==> src/rtl/calc_key_decoder.sv <==
// calc_key_decoder: turns keypad key codes into a two-operand hex calculator.
// Digits shift into operand A or B. Operator keys latch the operation. EXE
// evaluates A op B. In the result state an operator chains from the result,
// and a digit starts a new calculation.
//
// Ports:
//   clk        rising-edge clock
//   rst        synchronous active-high reset
//   key_val    5-bit key code (0x00-0x0F digit, 0x10-0x17 commands)
//   key_valid  key_val is valid this cycle
//   key_ready  key can be accepted (low while computing)
//   display    A in S_OPA, B in S_OPB, result in S_CALC/S_RES
//   op_code    latched operation (0 ADD, 1 MUL, 2 AND, 3 SUB, 4 OR)
//   state      0 S_OPA, 1 S_OPB, 2 S_CALC, 3 S_RES
//   ovf        overflow flag, present only when CALC_OVF_EN is defined
//
// Build option: define CALC_OVF_EN to add the ovf port and overflow tracking.
module calc_key_decoder #(
  parameter int unsigned WIDTH = 16
) (
  input  logic             clk,
  input  logic             rst,
  input  logic [4:0]       key_val,
  input  logic             key_valid,
  output logic             key_ready,
  output logic [WIDTH-1:0] display,
  output logic [2:0]       op_code,
`ifdef CALC_OVF_EN
  output logic             ovf,
`endif
  output logic [1:0]       state
);

  localparam int unsigned NDIG = WIDTH / 4;
  localparam int unsigned CW   = $clog2(NDIG + 1);
  localparam int unsigned MW   = $clog2(WIDTH);
`ifdef CALC_OVF_EN
  // Full-width product and carry/borrow bit are kept for overflow detection.
  localparam int unsigned PW   = 2 * WIDTH;
  localparam int unsigned SW   = WIDTH + 1;
`else
  localparam int unsigned PW   = WIDTH;
  localparam int unsigned SW   = WIDTH;
`endif

  typedef enum logic [1:0] {
    S_OPA  = 2'd0,
    S_OPB  = 2'd1,
    S_CALC = 2'd2,
    S_RES  = 2'd3
  } state_t;

  localparam logic [2:0] OP_ADD = 3'd0;
  localparam logic [2:0] OP_MUL = 3'd1;
  localparam logic [2:0] OP_AND = 3'd2;
  localparam logic [2:0] OP_SUB = 3'd3;
  localparam logic [2:0] OP_OR  = 3'd4;

  localparam logic [4:0] K_ADD = 5'h10;
  localparam logic [4:0] K_MUL = 5'h11;
  localparam logic [4:0] K_AND = 5'h12;
  localparam logic [4:0] K_EXE = 5'h13;
  localparam logic [4:0] K_SUB = 5'h14;
  localparam logic [4:0] K_OR  = 5'h15;
  localparam logic [4:0] K_CE  = 5'h16;
  localparam logic [4:0] K_CLR = 5'h17;

  state_t           r_state, w_state_nxt;
  logic [WIDTH-1:0] r_a, w_a_nxt;
  logic [WIDTH-1:0] r_b, w_b_nxt;
  logic [PW-1:0]    r_acc, w_acc_nxt;
  logic [PW-1:0]    r_mcand, w_mcand_nxt;
  logic [CW-1:0]    r_cnt, w_cnt_nxt;
  logic [MW-1:0]    r_mcnt, w_mcnt_nxt;
  logic [2:0]       r_op, w_op_nxt;
  logic             r_ready, w_ready_nxt;
  logic [WIDTH-1:0] r_disp, w_disp_nxt;
`ifdef CALC_OVF_EN
  logic             r_ovf, w_ovf_nxt;
`endif

  logic             w_accept;
  logic             w_is_digit, w_is_oper, w_is_exe, w_is_ce, w_is_clr;
  logic [2:0]       w_key_op;
  logic [SW-1:0]    w_sum, w_dif;

  assign w_accept = key_valid && r_ready;
  assign w_sum    = SW'(r_a) + SW'(r_b);
  assign w_dif    = SW'(r_a) - SW'(r_b);

  // Key classification; codes 0x18-0x1F fall through as no-ops.
  always_comb begin
    w_is_digit = ~key_val[4];
    w_is_oper  = 1'b0;
    w_is_exe   = 1'b0;
    w_is_ce    = 1'b0;
    w_is_clr   = 1'b0;
    w_key_op   = OP_ADD;
    case (key_val)
      K_ADD: begin w_is_oper = 1'b1; w_key_op = OP_ADD; end
      K_MUL: begin w_is_oper = 1'b1; w_key_op = OP_MUL; end
      K_AND: begin w_is_oper = 1'b1; w_key_op = OP_AND; end
      K_SUB: begin w_is_oper = 1'b1; w_key_op = OP_SUB; end
      K_OR:  begin w_is_oper = 1'b1; w_key_op = OP_OR;  end
      K_EXE: w_is_exe = 1'b1;
      K_CE:  w_is_ce  = 1'b1;
      K_CLR: w_is_clr = 1'b1;
      default: ;
    endcase
  end

  // Next-state and datapath
  always_comb begin
    w_state_nxt = r_state;
    w_a_nxt     = r_a;
    w_b_nxt     = r_b;
    w_acc_nxt   = r_acc;
    w_mcand_nxt = r_mcand;
    w_cnt_nxt   = r_cnt;
    w_mcnt_nxt  = r_mcnt;
    w_op_nxt    = r_op;
`ifdef CALC_OVF_EN
    w_ovf_nxt   = r_ovf;
`endif

    if (w_accept && w_is_clr) begin
      w_state_nxt = S_OPA;
      w_a_nxt     = '0;
      w_b_nxt     = '0;
      w_acc_nxt   = '0;
      w_mcand_nxt = '0;
      w_cnt_nxt   = '0;
      w_mcnt_nxt  = '0;
      w_op_nxt    = OP_ADD;
`ifdef CALC_OVF_EN
      w_ovf_nxt   = 1'b0;
`endif
    end else begin
      case (r_state)
        S_OPA: begin
          if (w_accept) begin
            if (w_is_digit) begin
              if (r_cnt < CW'(NDIG)) begin
                w_a_nxt   = {r_a[WIDTH-5:0], key_val[3:0]};
                w_cnt_nxt = r_cnt + CW'(1);
              end
            end else if (w_is_oper) begin
              w_op_nxt    = w_key_op;
              w_b_nxt     = '0;
              w_cnt_nxt   = '0;
              w_state_nxt = S_OPB;
            end else if (w_is_ce) begin
              w_a_nxt   = '0;
              w_cnt_nxt = '0;
            end
          end
        end
        S_OPB: begin
          if (w_accept) begin
            if (w_is_digit) begin
              if (r_cnt < CW'(NDIG)) begin
                w_b_nxt   = {r_b[WIDTH-5:0], key_val[3:0]};
                w_cnt_nxt = r_cnt + CW'(1);
              end
            end else if (w_is_oper) begin
              // The operator can only be changed before any B digit.
              if (r_cnt == '0) w_op_nxt = w_key_op;
            end else if (w_is_ce) begin
              w_b_nxt   = '0;
              w_cnt_nxt = '0;
            end else if (w_is_exe) begin
              w_acc_nxt   = '0;
              w_mcand_nxt = PW'(r_a);
              w_mcnt_nxt  = '0;
              w_state_nxt = S_CALC;
`ifdef CALC_OVF_EN
              w_ovf_nxt   = 1'b0;
`endif
            end
          end
        end
        S_CALC: begin
          if (r_op == OP_MUL) begin
            // Shift-add: B is consumed LSB first, one bit per cycle.
            if (r_b[0]) w_acc_nxt = r_acc + r_mcand;
            w_mcand_nxt = r_mcand << 1;
            w_b_nxt     = r_b >> 1;
            w_mcnt_nxt  = r_mcnt + MW'(1);
            if (r_mcnt == MW'(WIDTH - 1)) begin
              w_state_nxt = S_RES;
`ifdef CALC_OVF_EN
              w_ovf_nxt   = |w_acc_nxt[PW-1:WIDTH];
`endif
            end
          end else begin
            case (r_op)
              OP_ADD: begin
                w_acc_nxt = PW'(w_sum[WIDTH-1:0]);
`ifdef CALC_OVF_EN
                w_ovf_nxt = w_sum[WIDTH];
`endif
              end
              OP_SUB: begin
                w_acc_nxt = PW'(w_dif[WIDTH-1:0]);
`ifdef CALC_OVF_EN
                w_ovf_nxt = w_dif[WIDTH];
`endif
              end
              OP_AND:  w_acc_nxt = PW'(r_a & r_b);
              default: w_acc_nxt = PW'(r_a | r_b);
            endcase
            w_state_nxt = S_RES;
          end
        end
        default: begin
          if (w_accept) begin
            if (w_is_digit) begin
              w_a_nxt     = WIDTH'(key_val[3:0]);
              w_cnt_nxt   = CW'(1);
              w_state_nxt = S_OPA;
            end else if (w_is_oper) begin
              // Chain: the result becomes the next A operand.
              w_a_nxt     = r_acc[WIDTH-1:0];
              w_op_nxt    = w_key_op;
              w_b_nxt     = '0;
              w_cnt_nxt   = '0;
              w_state_nxt = S_OPB;
            end
          end
        end
      endcase
    end

    w_ready_nxt = (w_state_nxt != S_CALC);
    case (w_state_nxt)
      S_OPA:   w_disp_nxt = w_a_nxt;
      S_OPB:   w_disp_nxt = w_b_nxt;
      default: w_disp_nxt = w_acc_nxt[WIDTH-1:0];
    endcase
  end

  // State and datapath registers
  always_ff @(posedge clk) begin
    if (rst) begin
      r_state <= S_OPA;
      r_a     <= '0;
      r_b     <= '0;
      r_acc   <= '0;
      r_mcand <= '0;
      r_cnt   <= '0;
      r_mcnt  <= '0;
      r_op    <= OP_ADD;
      r_ready <= 1'b1;
      r_disp  <= '0;
`ifdef CALC_OVF_EN
      r_ovf   <= 1'b0;
`endif
    end else begin
      r_state <= w_state_nxt;
      r_a     <= w_a_nxt;
      r_b     <= w_b_nxt;
      r_acc   <= w_acc_nxt;
      r_mcand <= w_mcand_nxt;
      r_cnt   <= w_cnt_nxt;
      r_mcnt  <= w_mcnt_nxt;
      r_op    <= w_op_nxt;
      r_ready <= w_ready_nxt;
      r_disp  <= w_disp_nxt;
`ifdef CALC_OVF_EN
      r_ovf   <= w_ovf_nxt;
`endif
    end
  end

  assign key_ready = r_ready;
  assign display   = r_disp;
  assign op_code   = r_op;
  assign state     = r_state;
`ifdef CALC_OVF_EN
  assign ovf       = r_ovf;
`endif

endmodule

==> config.mk <==
export PLATFORM = sky130hd
export DESIGN_NAME = calc_key_decoder
export DESIGN_NICKNAME = d
export VERILOG_FILES = /design/src/rtl/calc_key_decoder.sv
export SDC_FILE = /design/constraint.sdc
export NUM_CORES = 1
export LEC_CHECK = 0
export ABC_AREA = 1
export CAP_MARGIN = 40
export CORE_MARGIN = 4
export CORE_UTILIZATION = 35
export DETAILED_ROUTE_END_ITERATION = 10
export PLACE_DENSITY = 0.5
export SLEW_MARGIN = 40
export SYNTH_ARGS = -nofsm -noshare
export SYNTH_HDL_FRONTEND = slang
export SYNTH_SLANG_ARGS = --single-unit
==> constraint.sdc <==
create_clock -name clk -period 3.3 [get_ports clk]
set_clock_uncertainty 0.15 [all_clocks]
set_input_delay 0.495 -clock clk [delete_from_list [all_inputs] [get_ports clk]]
set_output_delay 0.495 -clock clk [all_outputs]
set_load 0.01 [all_outputs]
==> impl_metrics.py <==
metrics = {
    "die": {
        "rows": 55,
        "die-area_um2": 25900,
        "ioPinCount": 30,
        "die_h_um": 161,
        "start_util_pct": 35.9,
        "die_w_um": 161,
        "coreArea_um2": 22800,
    },
    "finish": {
        "final_nets": 1430,
        "seq_area_um2": 1860,
        "multiInputGateArea_um2": 5510,
        "utilization_pct": 41.2,
        "post_route_cells_drive_above_1_share_pct": 10.0,
        "final_cells": 1697,
        "syn_to_final_growth_pct": 15.0,
        "diodes": 0,
        "fill_cells": 2507,
    },
    "worst_hold_path": {
        "hp-class": "reg2reg",
    },
    "global_route": {
        "grt_overflow_total": 0,
        "grt_pass1_wl_um": 50300,
        "antenna_found_initial": 0,
        "grt_start_max_net_pins": 41,
        "grt_pass1_vias": 8705,
        "grt_usage_pct": 24.5,
    },
    "place": {
        "hpwl_um": 25000,
        "portBuffers": 29,
        "place_congestion": 0.923,
        "dp.cells": 1678,
    },
    "sta": {
        "hold_viol": 0,
        "setup_viol": 0,
        "worst_slew_pin_slew_ns": 0.644,
        "finalCritPeriodShare_pct": 91.3,
        "finalCriticalPeriod_ns": 3.01,
        "slew_headroom_pct": 56.4,
        "timing.fmax_mhz": 332,
        "slew_viol_final": 0,
    },
    "route": {
        "via_per_inst": 5.45,
        "drt-total-wl_um": 32100,
        "ant_nets": 0,
        "drt_iter0_markers": 905,
        "dr.pass1.iters": 5,
        "vias": 9241,
        "route.detailed.drc": 0,
        "post_drt_wl_per_cell_um": 18.9,
    },
    "critical_path": {
        "crit_chain": "inv_1 -> nand4_1 -> nor2_2 -> nand3_2 -> nand2_2 -> o21ai_1 -> xor2_1 -> ha_1 -> nand2_2 -> nor3_2 -> nand2_1 -> nand2_1 -> nand3_1 -> nand3_2 -> nand2_1 -> nand2_2 -> nand2_1 -> nand2_1 -> nand2_1 -> nor2_1",
        "crit_top_cell": "nand2_1",
        "crit_path_end_kind": "register",
        "slowest_delay_ns": 0.38,
        "cp-endpoint": "r_acc[15]$_SDFF_PP0_",
        "r2r_start": "r_b[5]$_SDFF_PP0_",
        "critPathLaunchType": "register",
        "critPathKind": "reg2reg",
        "cp_max_fo": 6,
        "arrival_ns": 3.15,
        "cp_slowest_cell": "dfxtp_1",
        "r2r_end": "r_acc[15]$_SDFF_PP0_",
        "startpoint": "r_b[5]$_SDFF_PP0_",
        "reg2reg_slack_ns": 0.29,
        "ff2ff_path_depth": 20,
        "required_ns": 3.44,
    },
    "cts": {
        "max-clock-path-buffers": 2,
        "cts_hold_buf": 0,
        "clk_latency_ns": 0.36,
        "cts_tree": "done",
        "htreeDepth": 3,
        "clock_sinks": 93,
        "root_buffer": "clkbuf_16",
        "path_clk_slew_ns": 0.07,
        "numCtsBuffers": 9,
    },
    "yosys": {
        "synth_top_flop_cell": "dfxtp_1",
        "synth_edf_count": 0,
        "synthDistinctLibCells": 48,
        "ys_seq_elements": 93,
        "syn_area_um2": 8170,
        "netlist_instances": 1339,
        "synthesis.nets": 1390,
        "syn_area_per_cell_um2": 6.10,
        "ys_seq_area_share_pct": 22.8,
        "yosys_warnings": 0,
        "synthArstFlopShare_pct": 0,
    },
    "flow_run": {
        "maxCapViolCount": 0,
    },
    "run_status": {
        "status": "completed",
    },
}
## cell usage after synthesis (15+ instances only)
cell	count	share of area, %
ha_1	41	6.3
inv_1	156	7.2
dfxtp_1	93	23
xor2_1	16	1.7
nand3_1	109	6.7
a21oi_1	122	7.5
nor3_1	15	0.92
clkbuf_1	30	1.4
o22ai_1	16	1.2
nor2_1	132	6.1
o21ai_0	110	6.7
o211ai_1	16	1.5
nand2_1	296	14
a31oi_1	17	1.3
a211oi_1	25	2.3
## per-stage QoR
stage | instance area, µm² | setup WS, ns | setup TNS, ns | hold WS, ns
after floorplan | 8170 | 0.251 | 0 | 0.289
after global placement | 9010 | 0.0616 | 0 | 0.315
after detailed placement | 9010 | 0.0581 | 0 | 0.310
after CTS | 9290 | 0.0349 | 0 | 0.323
after global routing | 9400 | -0.0144 | -0.0144 | 0.340
final | 9400 | 0.288 | 0 | 0.321
## critical path, delay by kind of cell, from the launching register on
family                   cells  cell delay, ns
flip-flops                   1            0.38
buffers and inverters        1            0.18
AO/OA/AOI/OAI                1            0.09
adder cells (fa/ha/maj)      1            0.36
AND/OR/NAND/NOR             16            1.62
XOR/XNOR                     1            0.15
## flip-flops by register name (all words and copies together), names as in the netlist
| signal | flops |
|---|---|
| key_ready | 1 |
| r_mcand | 16 |
| state | 2 |
| r_b | 16 |
| op_code | 3 |
| display | 16 |
| r_acc | 16 |
| r_mcnt | 4 |
| r_a | 16 |
| r_cnt | 3 |
## placed cells by master (no fill, tap or decap), drive strengths merged, types with 2 or more instances in the layout
master / n
clkinv: 2
nand4: 9
xor2: 16
dfxtp: 93
o21a: 3
buf: 52
clkinvlp: 2
ha: 41
o311ai: 3
o22ai: 16
o2111ai: 12
o221ai: 7
o21ai: 124
nand3: 112
nor2: 147
and3: 3
a21boi: 4
nor3: 15
o21bai: 4
clkdlybuf4s50: 29
nor4: 2
nand2: 310
inv: 171
xnor2: 4
nand3b: 3
a211oi: 25
o31ai: 2
clkbuf: 10
a21oi: 123
o211ai: 16
fa: 2
a31oi: 17
## kinds of logic after synthesis
logic type | synth area share, %
flip-flops | 22.8
AND/OR/NAND/NOR | 32.0
buffers and inverters | 10.8
adder cells (fa/ha/maj) | 6.77
AO/OA/AOI/OAI | 25.5
XOR/XNOR | 2.14
## cell type report
type	count	share of cell area [%]
clock inverter	6	0.493
timing repair buffer	81	7.51
clock buffer	10	2.54
inverter	169	6.81
multi-input combinational	1025	58.6
tap	313	4.17
sequential	93	19.8
## repair_timing
item,CTS,global route
gates resized for setup,0,31
endpoints found under the setup margin,0,20
setup buffers,0,3
## metal layers
metal | track usage [%] | wire length [µm]
met5 | 0 | 0
met4 | 5.43 | 460
met3 | 4.93 | 2420
met2 | 38.4 | 14000
met1 | 34.9 | 15200
## how the worst min path moves through the flow
stage / end / depth (start not counted) / from
2_1_floorplan: r_mcnt[3]$_SDFFE_PP0P_ / 2 / r_mcnt[3]$_SDFFE_PP0P_
3_5_place_dp: r_mcnt[3]$_SDFFE_PP0P_ / 2 / r_mcnt[3]$_SDFFE_PP0P_
4_1_cts: r_mcnt[3]$_SDFFE_PP0P_ / 2 / r_mcnt[3]$_SDFFE_PP0P_
3_3_place_gp: r_mcnt[3]$_SDFFE_PP0P_ / 2 / r_mcnt[3]$_SDFFE_PP0P_
5_1_grt: r_mcnt[3]$_SDFFE_PP0P_ / 2 / r_mcnt[3]$_SDFFE_PP0P_
6_report: r_mcnt[3]$_SDFFE_PP0P_ / 2 / r_mcnt[3]$_SDFFE_PP0P_
Power is not shown: default switching activity piles up to over one toggle a cycle in this logic, so the estimate is an artifact.
==> RTL edit: new RTL, config.mk and constraints unchanged <==
`r_a` and `r_b` no longer have a reset.
--- a/src/rtl/calc_key_decoder.sv
+++ b/src/rtl/calc_key_decoder.sv
@@ -243,8 +243,6 @@
   always_ff @(posedge clk) begin
     if (rst) begin
       r_state <= S_OPA;
-      r_a     <= '0;
-      r_b     <= '0;
       r_acc   <= '0;
       r_mcand <= '0;
       r_cnt   <= '0;
@@ -257,8 +255,6 @@
 `endif
     end else begin
       r_state <= w_state_nxt;
-      r_a     <= w_a_nxt;
-      r_b     <= w_b_nxt;
       r_acc   <= w_acc_nxt;
       r_mcand <= w_mcand_nxt;
       r_cnt   <= w_cnt_nxt;
@@ -272,6 +268,11 @@
     end
   end
 
+  always_ff @(posedge clk) begin
+    r_a <= w_a_nxt;
+    r_b <= w_b_nxt;
+  end
+
   assign key_ready = r_ready;
   assign display   = r_disp;
   assign op_code   = r_op;
Formal check against the unedited RTL: not equivalent (Yosys sat finds a counterexample within 4 cycles, from zero or initial values and one cycle with rst high; the reset may be asserted at any time).
==> RTL edit against the original RTL <==
Sequential share of layout area decreased by 0.27 points; setup slack got worse by 6.5 ps; via count increased by 2.8%; routed wire length increased by 3.8%; synthesized area decreased by 0.41%; sequential cell count unchanged; final area increased by 1.5%; critical path type unchanged; largest cell class unchanged.
==> RTL edit: results (changes against the original RTL) <==
| Metric | Value |
|---|---|
| Status | `finished clean` |
| Largest net degree at the start of global routing | `34 (-17%)` |
| Worst path slowest cell | `ha_1` |
| Layout fillers | `2523 (+0.64%)` |
| Class of the worst hold path | `reg2reg` |
| Final WL | `33.3 mm (+3.8%)` |
| GRT Util Overall | `25.5% (+1.0 points)` |
| DR vias/cell | `5.42 (-0.41%)` |
| First-pass GRT wire length | `51.8 mm (+2.9%)` |
| Max incr delay on CP | `340 ps (-40 ps)` |
| Vias in the first global route | `8746 (+0.47%)` |
| Top-count cell post-synth | `nand2_1` |
| 1st-iter DRT viols | `1090 (+20%)` |
| Dpl cells | `1734 (+3.3%)` |
| Final-stage net count | `1484 (+3.8%)` |
| Synth top cells by count | `373 x nand2_1, 153 x a21oi_1, 149 x inv_1` |
| Yosys cell types | `42 (-13%)` |
| Vias | `9496 (+2.8%)` |
| CTS H-Tree Depth | `3 (unchanged)` |
| Placed Area | `0.00908 mm2 (+0.83%)` |
| CP arrival | `3180 ps (+30 ps)` |
| Yosys warns | `0 (unchanged)` |
| Worst vdd ir | `around 360 uV` |
| Clock Latency Late Sink | `360 ps (about the same)` |
| Routability cong. | `0.965 (+4.6%)` |
| Crit-path max FO | `6 (unchanged)` |
| Pre-antenna DRT Iters | `6 (+1)` |
| Detailed Place HPWL | `26.3 mm (+5.2%)` |
| Reg clk slew, reported paths | `70 ps (about the same)` |
| Worst rel slew slack | `50.9% (-5.5 points)` |
| P_leak | `roughly 4.6 nW` |
| Pre-CTS setup slack | `128 ps (+69.8 ps)` |
| Mapped Cells | `1383 (+3.3%)` |
| Layout cells sized above 1 | `9.87% (-0.17 points)` |
| Register area share after synthesis | `22.9% (+0.095 points)` |
| Top cells by area, synth | `dfxtp_1 23%, nand2_1 17%, a21oi_1 9.4%` |
RTL edit: cell families after synthesis:
kind of cell,share of synthesized area [%]
buffers and inverters,10.9
AO/OA/AOI/OAI,24.5
XOR/XNOR,1.61
flip-flops,22.9
AND/OR/NAND/NOR,33.4
adder cells (fa/ha/maj),6.80
RTL edit: worst paths after layout:
| path | cells past startpoint | slack, ps | start | endpoint |
|---|---|---|---|---|
| max | 20 | 280 | r_b[1]$_DFF_P_ | display[7]$_SDFF_PP0_ |
| min | 2 | 320 | r_mcnt[3]$_SDFFE_PP0P_ | r_mcnt[3]$_SDFFE_PP0P_ |
| max reg2reg | 20 | 280 | r_b[1]$_DFF_P_ | display[7]$_SDFF_PP0_ |
| min reg2reg | 2 | 320 | r_mcnt[3]$_SDFFE_PP0P_ | r_mcnt[3]$_SDFFE_PP0P_ |
RTL edit: timing repair:
action / 4_1_cts / 5_1_grt
buffers inserted: 0 / 1
resized for setup: 0 / 31
endpoints found under the setup margin: 0 / 19
RTL edit: worst max-delay path, delay by kind of cell, from the launching register on:
| family | cells | cell delay, ps |
|---|---|---|
| simple gates | 11 | 960 |
| xor+xnor | 1 | 170 |
| fa+ha+maj | 2 | 520 |
| buf+inv | 3 | 180 |
| flops | 1 | 330 |
| compound gates | 3 | 660 |
RTL edit: report_power, final:
group / leakage (nW) / switching (W) / total [W] / internal (W)
combinational: 3.69 / 0.00330 / 0.00509 / 0.00180
sequential: 0.768 / 0.000382 / 0.00181 / 0.00142
clock: 0.168 / 0.000505 / 0.00125 / 0.000747
RTL edit: routing by layer:
layer	wire (um)	vias up	part of all wire (%)	global-route usage, %
li1	-	4729	-	-
met1	15500	4303	46	37.3
met2	14400	405	43	38.5
met3	2520	59	7.5	3.49
met4	933	0	2.8	8.60
met5	0	-	0	0
RTL edit: cell type report:
cell class              count  share of cell area (%)
repair buffers            102                    8.93
clock buffers               9                    2.36
inverters                 158                    6.22
multi-input cells        1069                    57.5
well taps                 313                    4.11
flip-flops and latches     93                    19.6
clock inverters             7                    1.29
RTL edit: metrics by stage:
step / hold WS, ps / utilization [%]
final: 320 / 41.8
after global placement: 305 / 39.9
after CTS: 322 / 41.4
after global routing: 334 / 41.8
after floorplan: 289 / -
after detailed placement: 308 / 39.9
